===== config.mk =====
export PLATFORM = sky130hd
export DESIGN_NAME = avs_event_capture_ctrl
export DESIGN_NICKNAME = d
export VERILOG_FILES = /design/src/rtl/avs_event_capture_ctrl.sv
export SDC_FILE = /design/constraint.sdc
export NUM_CORES = 1
export LEC_CHECK = 0
export BUFFER_PORTS_ARGS = -buffer_cell sky130_fd_sc_hd__buf_2
export CAP_MARGIN = 10
export CORE_UTILIZATION = 60
export DETAILED_ROUTE_END_ITERATION = 16
export GPL_TIMING_DRIVEN = 1
export PLACE_DENSITY = 0.84
export SKIP_CTS_REPAIR_TIMING = 1
export SLEW_MARGIN = 10
export SYNTH_ARGS = -nofsm -noshare
export SYNTH_HDL_FRONTEND = slang
export SYNTH_SLANG_ARGS = --single-unit

===== constraint.sdc =====
create_clock -name clock -period 4.64 [get_ports clock]
set_input_delay 0.232 -clock clock [delete_from_list [all_inputs] [get_ports clock]]
set_output_delay 0.232 -clock clock [all_outputs]
set_load 0.005 [all_outputs]

===== src/rtl/avs_event_capture_ctrl.sv =====
// avs_event_capture_ctrl: captures a pre/post-trigger sample window around eventDetected and reads it out over valid/ready.
// Define AVS_TRIG_TIMESTAMP_EN to add trig_time, the valid-sample count latched on the trigger sample.
module avs_event_capture_ctrl #(
    parameter int DATA_W   = 16,
    parameter int PRE_LEN  = 8,
    parameter int POST_LEN = 24,
    parameter int HOLDOFF  = 32
) (
    input  logic              clock,
    input  logic              reset,
    input  logic              arm,
    input  logic              continuous,
    input  logic              sample_valid,
    input  logic [DATA_W-1:0] stream,
    input  logic              eventDetected,
    output logic              rd_valid,
    input  logic              rd_ready,
    output logic [DATA_W-1:0] rd_data,
    output logic              rd_last,
    output logic              busy,
    output logic              armed,
`ifdef AVS_TRIG_TIMESTAMP_EN
    output logic [31:0]       trig_time,
`endif
    output logic              overrun
);
    localparam int PW = PRE_LEN > 1 ? $clog2(PRE_LEN) : 1;
    localparam int QW = POST_LEN > 1 ? $clog2(POST_LEN) : 1;
    localparam logic [7:0] C_PRE       = 8'(PRE_LEN);
    localparam logic [7:0] C_PRE_LAST  = 8'(PRE_LEN - 1);
    localparam logic [7:0] C_POST_LAST = 8'(POST_LEN - 1);
    localparam logic [7:0] C_TOT_LAST  = 8'(PRE_LEN + POST_LEN - 1);
    localparam logic [7:0] C_HO_LAST   = 8'(HOLDOFF - 1);
    localparam logic [PW-1:0] C_PTR_LAST = PW'(PRE_LEN - 1);

    typedef enum logic [2:0] {S_IDLE, S_PREFILL, S_ARMED, S_POST, S_READOUT, S_HOLDOFF} state_t;

    state_t r_state, w_state_nx, w_rearm;
    logic [DATA_W-1:0] r_ring [PRE_LEN];
    logic [DATA_W-1:0] r_post [POST_LEN];
    logic [PW-1:0] r_wr_ptr, w_ring_rd;
    logic [QW-1:0] w_post_rd;
    logic [7:0] r_cnt, w_ring_sum;
    logic [DATA_W-1:0] r_rd_data, w_word;
    logic r_rd_valid, r_rd_last, r_busy, r_armed, r_overrun;
    logic w_ev, w_trig, w_xfer, w_load, w_ring_we, w_post_we, w_cnt_inc;

    assign w_ev      = sample_valid && eventDetected;
    assign w_trig    = r_state == S_ARMED && w_ev;
    assign w_xfer    = r_rd_valid && rd_ready;
    assign w_load    = r_state == S_READOUT && (!r_rd_valid || (w_xfer && !r_rd_last));
    assign w_ring_we = sample_valid && (r_state == S_PREFILL || (r_state == S_ARMED && !eventDetected));
    assign w_post_we = w_trig || (sample_valid && r_state == S_POST);
    assign w_cnt_inc = w_load || (sample_valid && (r_state == S_PREFILL || r_state == S_POST || r_state == S_HOLDOFF));
    assign w_rearm   = continuous ? S_PREFILL : S_IDLE;

    // During readout r_cnt is the index of the next word to fetch; ring words start at the oldest entry.
    assign w_ring_sum = 8'(r_wr_ptr) + r_cnt;
    assign w_ring_rd  = PW'(w_ring_sum >= C_PRE ? w_ring_sum - C_PRE : w_ring_sum);
    assign w_post_rd  = QW'(r_cnt - C_PRE);
    assign w_word     = r_cnt < C_PRE ? r_ring[w_ring_rd] : r_post[w_post_rd];

    always_comb begin
        w_state_nx = r_state;
        case (r_state)
            S_IDLE:    w_state_nx = arm ? S_PREFILL : S_IDLE;
            S_PREFILL: if (sample_valid && r_cnt == C_PRE_LAST) w_state_nx = S_ARMED;
            S_ARMED:   if (w_trig) w_state_nx = POST_LEN == 1 ? S_READOUT : S_POST;
            S_POST:    if (sample_valid && r_cnt == C_POST_LAST) w_state_nx = S_READOUT;
            S_READOUT: if (w_xfer && r_rd_last) w_state_nx = HOLDOFF == 0 ? w_rearm : S_HOLDOFF;
            S_HOLDOFF: if (sample_valid && r_cnt == C_HO_LAST) w_state_nx = w_rearm;
            default:   w_state_nx = S_IDLE;
        endcase
    end

    always_ff @(posedge clock or posedge reset) begin
        if (reset) begin
            r_state    <= S_IDLE;
            r_wr_ptr   <= '0;
            r_cnt      <= '0;
            r_rd_data  <= '0;
            r_rd_valid <= 1'b0;
            r_rd_last  <= 1'b0;
            r_busy     <= 1'b0;
            r_armed    <= 1'b0;
            r_overrun  <= 1'b0;
        end else begin
            r_state   <= w_state_nx;
            r_busy    <= w_state_nx != S_IDLE;
            r_armed   <= w_state_nx == S_ARMED;
            r_wr_ptr  <= (w_state_nx == S_PREFILL && r_state != S_PREFILL) ? '0 :
                         w_ring_we ? (r_wr_ptr == C_PTR_LAST ? '0 : r_wr_ptr + 1'b1) : r_wr_ptr;
            r_cnt     <= w_state_nx != r_state ? (w_state_nx == S_POST ? 8'd1 : 8'd0) :
                         w_cnt_inc ? r_cnt + 8'd1 : r_cnt;
            r_overrun <= (r_state == S_IDLE && arm) ? 1'b0 :
                         (w_ev && (r_state == S_POST || r_state == S_READOUT || r_state == S_HOLDOFF)) ? 1'b1 : r_overrun;
            if (w_load) begin
                r_rd_data  <= w_word;
                r_rd_last  <= r_cnt == C_TOT_LAST;
                r_rd_valid <= 1'b1;
            end else if (w_xfer && r_rd_last) begin
                r_rd_valid <= 1'b0;
                r_rd_last  <= 1'b0;
            end
        end
    end

    // Sample storage carries no reset; contents are only read after being written.
    always_ff @(posedge clock) begin
        if (w_ring_we) r_ring[r_wr_ptr] <= stream;
        if (w_post_we) r_post[w_trig ? '0 : r_cnt[QW-1:0]] <= stream;
    end

`ifdef AVS_TRIG_TIMESTAMP_EN
    logic [31:0] r_ts, r_trig_time;

    always_ff @(posedge clock or posedge reset) begin
        if (reset) begin
            r_ts        <= '0;
            r_trig_time <= '0;
        end else begin
            r_ts <= r_ts + 32'(sample_valid);
            if (w_trig) r_trig_time <= r_ts;
        end
    end

    assign trig_time = r_trig_time;
`endif

    assign rd_valid = r_rd_valid;
    assign rd_data  = r_rd_data;
    assign rd_last  = r_rd_last;
    assign busy     = r_busy;
    assign armed    = r_armed;
    assign overrun  = r_overrun;
endmodule


Word level (Yosys, flattened, before mapping)
Memory sizes are Yosys's and may differ from the RTL's.
Cells that the tools add are included.
{ "op_classes": {"addsub": 5, "order_cmp": 2, "n_eq_ne": 14, "mux": 26, "n_reduce_logical": 33} }
{ "op_table": {"columns": ["op", "count"], "rows": [
  ["$mux W3", 9],
  ["$pmux W3 S6", 1],
  ["$eq A8 B5 Y1 const B", 2],
  ["$logic_and A1 B1 Y1", 16],
  ["$mux W16", 1],
  ["$mux W8", 2],
  ["$eq A3 B2 Y1 const B", 4],
  ["$mux W1", 12],
  ["$eq A3 B3 Y1 const B", 3],
  ["$add A3 B8 Y8", 1],
  ["$add A8 B1 Y8 const B", 1],
  ["$eq A8 B3 Y1 const B", 1],
  ["$ge A8 B4 Y1 const B", 1],
  ["$logic_or A1 B1 Y1", 8],
  ["$lt A8 B4 Y1 const B", 1],
  ["$reduce_bool A2 Y1", 4],
  ["$eq A3 B1 Y1 const B", 2],
  ["$mux W5", 1],
  ["$sub A5 B4 Y5 const B", 1],
  ["$add A3 B1 Y3 const B", 1],
  ["$logic_not A1 Y1", 3],
  ["$logic_not A3 Y1", 1],
  ["$ne A3 B1 Y1 const B", 1],
  ["$ne A3 B3 Y1", 1],
  ["other kinds (2)", 2]
]} }
{ "totals": {"reg_bits": 35, "mem_bits_rw": 512, "out_inout_bits": 21, "word_cells": 91, "memories": 2} }
{ "mem_list": {"columns": ["memory", "depth", "width", "rd", "rd_clocked_by_memory_dff", "write_ports", "line_no", "rtl"], "rows": [
  ["r_post", 24, 16, 1, 0, 1, "40", "logic [DATA_W-1:0] r_post [POST_LEN];"],
  ["r_ring", 8, 16, 1, 0, 1, "39", "logic [DATA_W-1:0] r_ring [PRE_LEN];"]
]} }

Logic depth before layout (Yosys ltp)
{ "logic_depth": {"depth_word": 7, "mapped_depth": 8, "ltp_nobuf": 6} }

Least setup slack after synthesis
OpenSTA, ideal clock, no wires.
{ "synth_path": {"path_kind": "reg-to-reg", "start": "register r_state[0]", "end": "memory r_ring[0][0] (enable)", "setup_ps": 409, "t_arrival_ps": 2277, "setup_slack_ps": 1954, "stages_incl_launch_ff": 5, "synth_period_minus_slack_ps": 2686, "path_cell_list": "dfrtp_1 nor2b_1 o21ai_0 or2_1 nor3_1"} }
{ "synth_via": {"elab_chain_cells": 6, "word_cells_on_any_way": 7, "cone_classes": "2 x eq/ne; 2 x mux; 3 x reduce/logical"} }
{ "synth_rtl": {"columns": ["element", "line_no", "rtl"], "rows": [
  ["start, declared", "38", "state_t r_state, w_state_nx, w_rearm;"],
  ["start signal, assigned", "88", "r_state <= w_state_nx;"],
  ["$eq A3 B2 Y1", "52", "assign w_ring_we = sample_valid && (r_state == S_PREFILL || (r_state == S_ARMED && !eventDetected));"],
  ["$logic_and A1 B1 Y1", "52", null],
  ["$logic_or A1 B1 Y1 *", "52", null],
  ["$logic_and A1 B1 Y1 *", "52", null],
  ["$mux W1 *", "110", "if (w_ring_we) r_ring[r_wr_ptr] <= stream;"],
  ["$mux W1 (not written as such) *", "110", null],
  ["end, declared", "39", null]
]} }
Every way passes the cells marked *; elsewhere a longest branch is shown, timed or not.

Worst setup path in the final report
{ "layout_path": {"start": "register r_cnt[3]", "end": "register r_rd_data[2], in the netlist rd_data[2]"} }
{ "layout_via": {"elab_chain_cells": 5, "word_cells_on_any_way": 8, "cone_classes": "2 x add/sub; 2 x order compare; 2 x mux; 2 x memory"} }
{ "layout_rtl": {"columns": ["element", "line_no", "rtl"], "rows": [
  ["start, declared", "43", "logic [7:0] r_cnt, w_ring_sum;"],
  ["start signal, assigned", "93", "r_cnt <= w_state_nx != r_state ? (w_state_nx == S_POST ? 8'd1 : 8'd0) :"],
  ["$add A3 B8 Y8", "58", "assign w_ring_sum = 8'(r_wr_ptr) + r_cnt;"],
  ["$ge A8 B4 Y1", "59", "assign w_ring_rd = PW'(w_ring_sum >= C_PRE ? w_ring_sum - C_PRE : w_ring_sum);"],
  ["$mux W3", "59", null],
  ["$mem_v2 Z8 W16", null, null],
  ["$mux W16 *", "61", "assign w_word = r_cnt < C_PRE ? r_ring[w_ring_rd] : r_post[w_post_rd];"],
  ["end signal, assigned", "98", "r_rd_data <= w_word;"],
  ["end, declared", "44", "logic [DATA_W-1:0] r_rd_data, w_word;"]
]} }
Marks and branches as above.
A chain may end at the register's enable or synchronous reset.

==> parameters.txt <==
Parameter                              Value

Status
  Result of the run ... finished clean

GRT
  Number of antenna violations at the first check in global routing ... 1
  Largest net degree at the start of global routing ... 53
  Met3 GRT Util ... under 10%
  Top Usage Layer GRT ... met2
  Global-route congestion overflow total ... 0
  Combined global-route utilization of all metal layers ... 28.27%
  Met1 track demand over resource in global routing ... between 30% and 40%
  Wire length of the first global-routing pass ... ~73000 um
  Via count of the first global-routing pass ... ~11000
  M2 GR Usage ... 45.28%

Logic synthesis
  Avg Synthesized Cell Area ... 19.89 sq um
  Number of synthesized flops with an enable pin ... 512
  Post-synthesis sequential area ratio ... 75.31%
  Synthesized net count ... around 1100
  Cell Area, Synth ... ~22000 sq um
  Synthesis-stage register bit count ... 547
  Synth warn ... 0
  Async S/R FF share, synth ... 6.399%
  Instance count of the mapped netlist ... ~1100
  Number of different library cells in the post-synthesis netlist ... 54
  Post-synth top flop ... sky130_fd_sc_hd__edfxtp_1

Worst setup path
  Largest stage delay on the critical path ... ~0.98 ns
  Data required time of the critical path ... a little over 5 ns
  Critical register-to-register path startpoint ... r_cnt[3]$_DFFE_PP0P_
  CP top delay family ... adder cells
  CP max stage cell ... sky130_fd_sc_hd__ha_1
  Length in cells of the worst reg-to-reg path ... 5
  Reg2Reg Capture Point ... rd_data[2]$_DFFE_PP0P_
  Category of the most critical setup path ... flip-flop to flip-flop
  Sort of element at the end of the critical path ... flip-flop
  Worst-path cell chain ... ha_1 -> nand2_1 -> nor3_1 -> a21oi_1 -> o211ai_1
  Largest fanout on the critical path ... 21
  Buf+Inv Stages, Crit Path ... 0
  Crit start category ... flip-flop
  Data arrival time of the critical path ... about 3.8 ns
  Setup slack, reg-to-reg ... between 1 and 1.5 ns

Pwr
  Worst supply voltage drop on vdd ... between 300 and 400 uV
  Switching power as a share of total power ... between 20% and 30%
  Portion of total power attributed to the clock network ... 30.4%
  Post-route total power ... roughly 14 mW
  Combinational share of power ... between 20% and 30%
  Net load switching power ... 4.129 mW
  Cell internal power dissipation ... about 9.8 mW
  Leakage component of the power ... slightly below 8 nW
  Sequential group share of total power ... approximately 43%
  Power density normalized to cell area ... about 580 nW/um^2

Clock network
  Number of levels in the clock H-tree ... 2
  Clock transition time at the flip-flop clock pins of the worst setup and hold paths ... 0.06 ns
  Sink count of the clock tree ... approximately 550
  Number of buffers added by the clock tree synthesis step ... 52
  CTS tree ... yes
  Worst-case clock buffer depth ... 3
  Clock Latency Late Sink ... between 0.5 and 0.6 ns
  Cell at the root of the clock tree ... sky130_fd_sc_hd__clkbuf_16

Placed design
  Post-detailed-placement cell area ... around 22000 sq um
  Final HPWL from detailed placement ... between 20000 and 30000 um
  Final weighted congestion of routability-driven global placement ... about 0.88
  Number of I/O port buffers ... 43
  Post-place setup slack ... 1.396 ns

Routing
  Wire per inst ... ~30 um
  Iteration count of the initial detailed-routing pass ... 6
  Number of vias after detailed routing ... ~11000
  Average via count per standard cell ... between 6 and 7
  DRC violations left ... 0
  Post-route ant nets ... 0
  Iteration-0 DRC Markers ... ~1600
  Routed Wire Length ... 50210 um

Layout
  Number of nets at the end of the flow ... about 1200
  Cell area after layout ... about 24000 sq um
  Area Growth Syn to Fin ... 12.01%
  Share of final-layout standard cells stronger than drive strength 1 ... between 20% and 30%
  Number of diodes ... 0

Timing
  Post-layout min period ... approximately 3.3 ns
  Final critical-path share of the clock period ... between 70 and 80%
  Relative max-transition margin ... 22.89%
  Total of endpoints with negative setup slack in the final report ... 0
  Maximum clock skew at final layout ... between 0.015 and 0.02 ns
  RSZ-0062 raised after global routing ... false
  Number of pins with negative max-slew slack in the final report ... 0
  Final critical-path setup slack ... around 1.3 ns
  Post-Route Hold Slack ... between 0.03 and 0.04 ns
  Hold Violations, Final ... 0
  Worst slew pin tran ... 1.148 ns
  Total Neg Setup Slack ... 0 ns
  Highest achievable clock rate ... ~300 MHz

Die
  Standard-cell row count ... 69
  Die extent in y ... 191.6 um
  Die Outline Area ... 36720 sq um
  Width of the die ... about 190 um
  Initial core utilization ... between 60% and 70%
  Total I/O pin count ... 44
  Core Area ... 35480 sq um

Worst hold path
  Start point of the worst hold path ... eventDetected
  Path category of the worst min-delay check ... primary input to flip-flop
  Hold Path Depth ... 3
  Worst hold endpoint ... overrun$_DFFE_PP0P_

Flow run
  Number of maximum-capacitance constraint violations ... 0
tightest hold or removal path, stage by stage:
cell	delay, ns
sky130_fd_sc_hd__buf_2	0.13
sky130_fd_sc_hd__a31oi_1	0.16
sky130_fd_sc_hd__a31oi_1	0.05
state kept, by name (all words and copies together) (netlist names):
register and cells:
r_post 384, r_ring 128, rd_data 16, r_cnt 8
r_state 3, r_wr_ptr 3, armed 1, busy 1
overrun 1, rd_last 1, rd_valid 1
cell usage in the layout (no fill, tap or decap), types with 7 or more instances in the layout:
cell,synthesis,final
sky130_fd_sc_hd__nand3_1,24,24
sky130_fd_sc_hd__clkbuf_16,0,52
sky130_fd_sc_hd__o211ai_1,7,7
sky130_fd_sc_hd__nor2_1,53,53
sky130_fd_sc_hd__o21ai_0,9,9
sky130_fd_sc_hd__buf_4,5,43
sky130_fd_sc_hd__mux2i_1,41,41
sky130_fd_sc_hd__o22a_1,9,9
sky130_fd_sc_hd__dfrtp_1,35,32
sky130_fd_sc_hd__a21oi_1,12,12
sky130_fd_sc_hd__o2111ai_1,10,10
sky130_fd_sc_hd__o221ai_1,10,10
sky130_fd_sc_hd__a31oi_1,14,14
sky130_fd_sc_hd__buf_2,19,43
sky130_fd_sc_hd__edfxtp_1,512,512
sky130_fd_sc_hd__nand2b_1,10,10
sky130_fd_sc_hd__mux4_2,110,110
sky130_fd_sc_hd__nand2_1,59,59
sky130_fd_sc_hd__xnor2_1,8,7
sky130_fd_sc_hd__mux2_2,38,38
sky130_fd_sc_hd__clkinv_1,0,15
power groups by stage:
stage               Sequential [mW]  Clock (mW)  Combinational (mW)
floorplan                      5.80           0                2.89
global placement               6.00           0                3.62
detailed placement             6.03           0                3.68
CTS                            5.93        4.26                3.74
global route                   5.96        4.44                3.95
finish                         5.93        4.23                3.75
metrics by stage:
step,cells,utilization (%)
floorplan,1085,-
global placement,1577,63.16
detailed placement,1577,63.16
CTS,1674,68.03
global route,1677,68.12
finish,1677,68.12
synth_stat cells (12+ instances only):
| library cell | n | share of area [%] |
|---|---|---|
| sky130_fd_sc_hd__nor2_1 | 53 | 0.92 |
| sky130_fd_sc_hd__mux2i_1 | 41 | 1.9 |
| sky130_fd_sc_hd__nand2_1 | 59 | 1.0 |
| sky130_fd_sc_hd__buf_2 | 19 | 0.44 |
| sky130_fd_sc_hd__mux2_2 | 38 | 2.0 |
| sky130_fd_sc_hd__clkbuf_1 | 18 | 0.31 |
| sky130_fd_sc_hd__edfxtp_1 | 512 | 71 |
| sky130_fd_sc_hd__mux4_2 | 110 | 11 |
| sky130_fd_sc_hd__dfrtp_1 | 35 | 4.1 |
| sky130_fd_sc_hd__a21oi_1 | 12 | 0.28 |
| sky130_fd_sc_hd__a31oi_1 | 14 | 0.41 |
| sky130_fd_sc_hd__nand3_1 | 24 | 0.56 |
cell families after synthesis:
group | synth area share, %
multiplexers | 15.37
flip-flops | 75.31
buffers and inverters | 1.537
AND/OR/NAND/NOR | 3.845
adder cells (fa/ha/maj) | 0.3827
AO/OA/AOI/OAI | 3.189
XOR/XNOR | 0.3653
final cells by class:
| class | count | area (sq um) |
|---|---|---|
| clock buffer | 64 | 1406 |
| clock inverter | 33 | 321.6 |
| fill | 2079 | 11310 |
| inverter | 6 | 22.52 |
| multi-input combinational | 477 | 5015 |
| sequential | 547 | 16260 |
| tap | 461 | 576.8 |
| timing repair buffer | 89 | 568.0 |
layer usage:
metal	up-vias	share of wire, %	wire length (um)
met3	160	11	5312
met2	873	49	24690
met5	-	0.020	10
met1	5842	36	18220
li1	4616	-	-
met4	2	3.9	1982
worst max path at each step:
stage | to | slack, ns | start | depth (start not counted)
5_1_grt | rd_data[0]$_DFFE_PP0P_ | 1.21 | r_cnt[1]$_DFFE_PP0P_ | 5
3_5_place_dp | r_post[0][4]$_DFFE_PP_ | 1.40 | r_cnt[3]$_DFFE_PP0P_ | 4
6_report | rd_data[2]$_DFFE_PP0P_ | 1.31 | r_cnt[3]$_DFFE_PP0P_ | 5
4_1_cts | r_post[0][10]$_DFFE_PP_ | 1.39 | r_cnt[3]$_DFFE_PP0P_ | 4
3_3_place_gp | r_post[0][0]$_DFFE_PP_ | 1.52 | r_cnt[2]$_DFFE_PP0P_ | 4
2_1_floorplan | r_ring[0][0]$_DFFE_PP_ | 1.95 | r_state[0]$_DFF_PP0_ | 4
(Power assumes the default switching activity.)
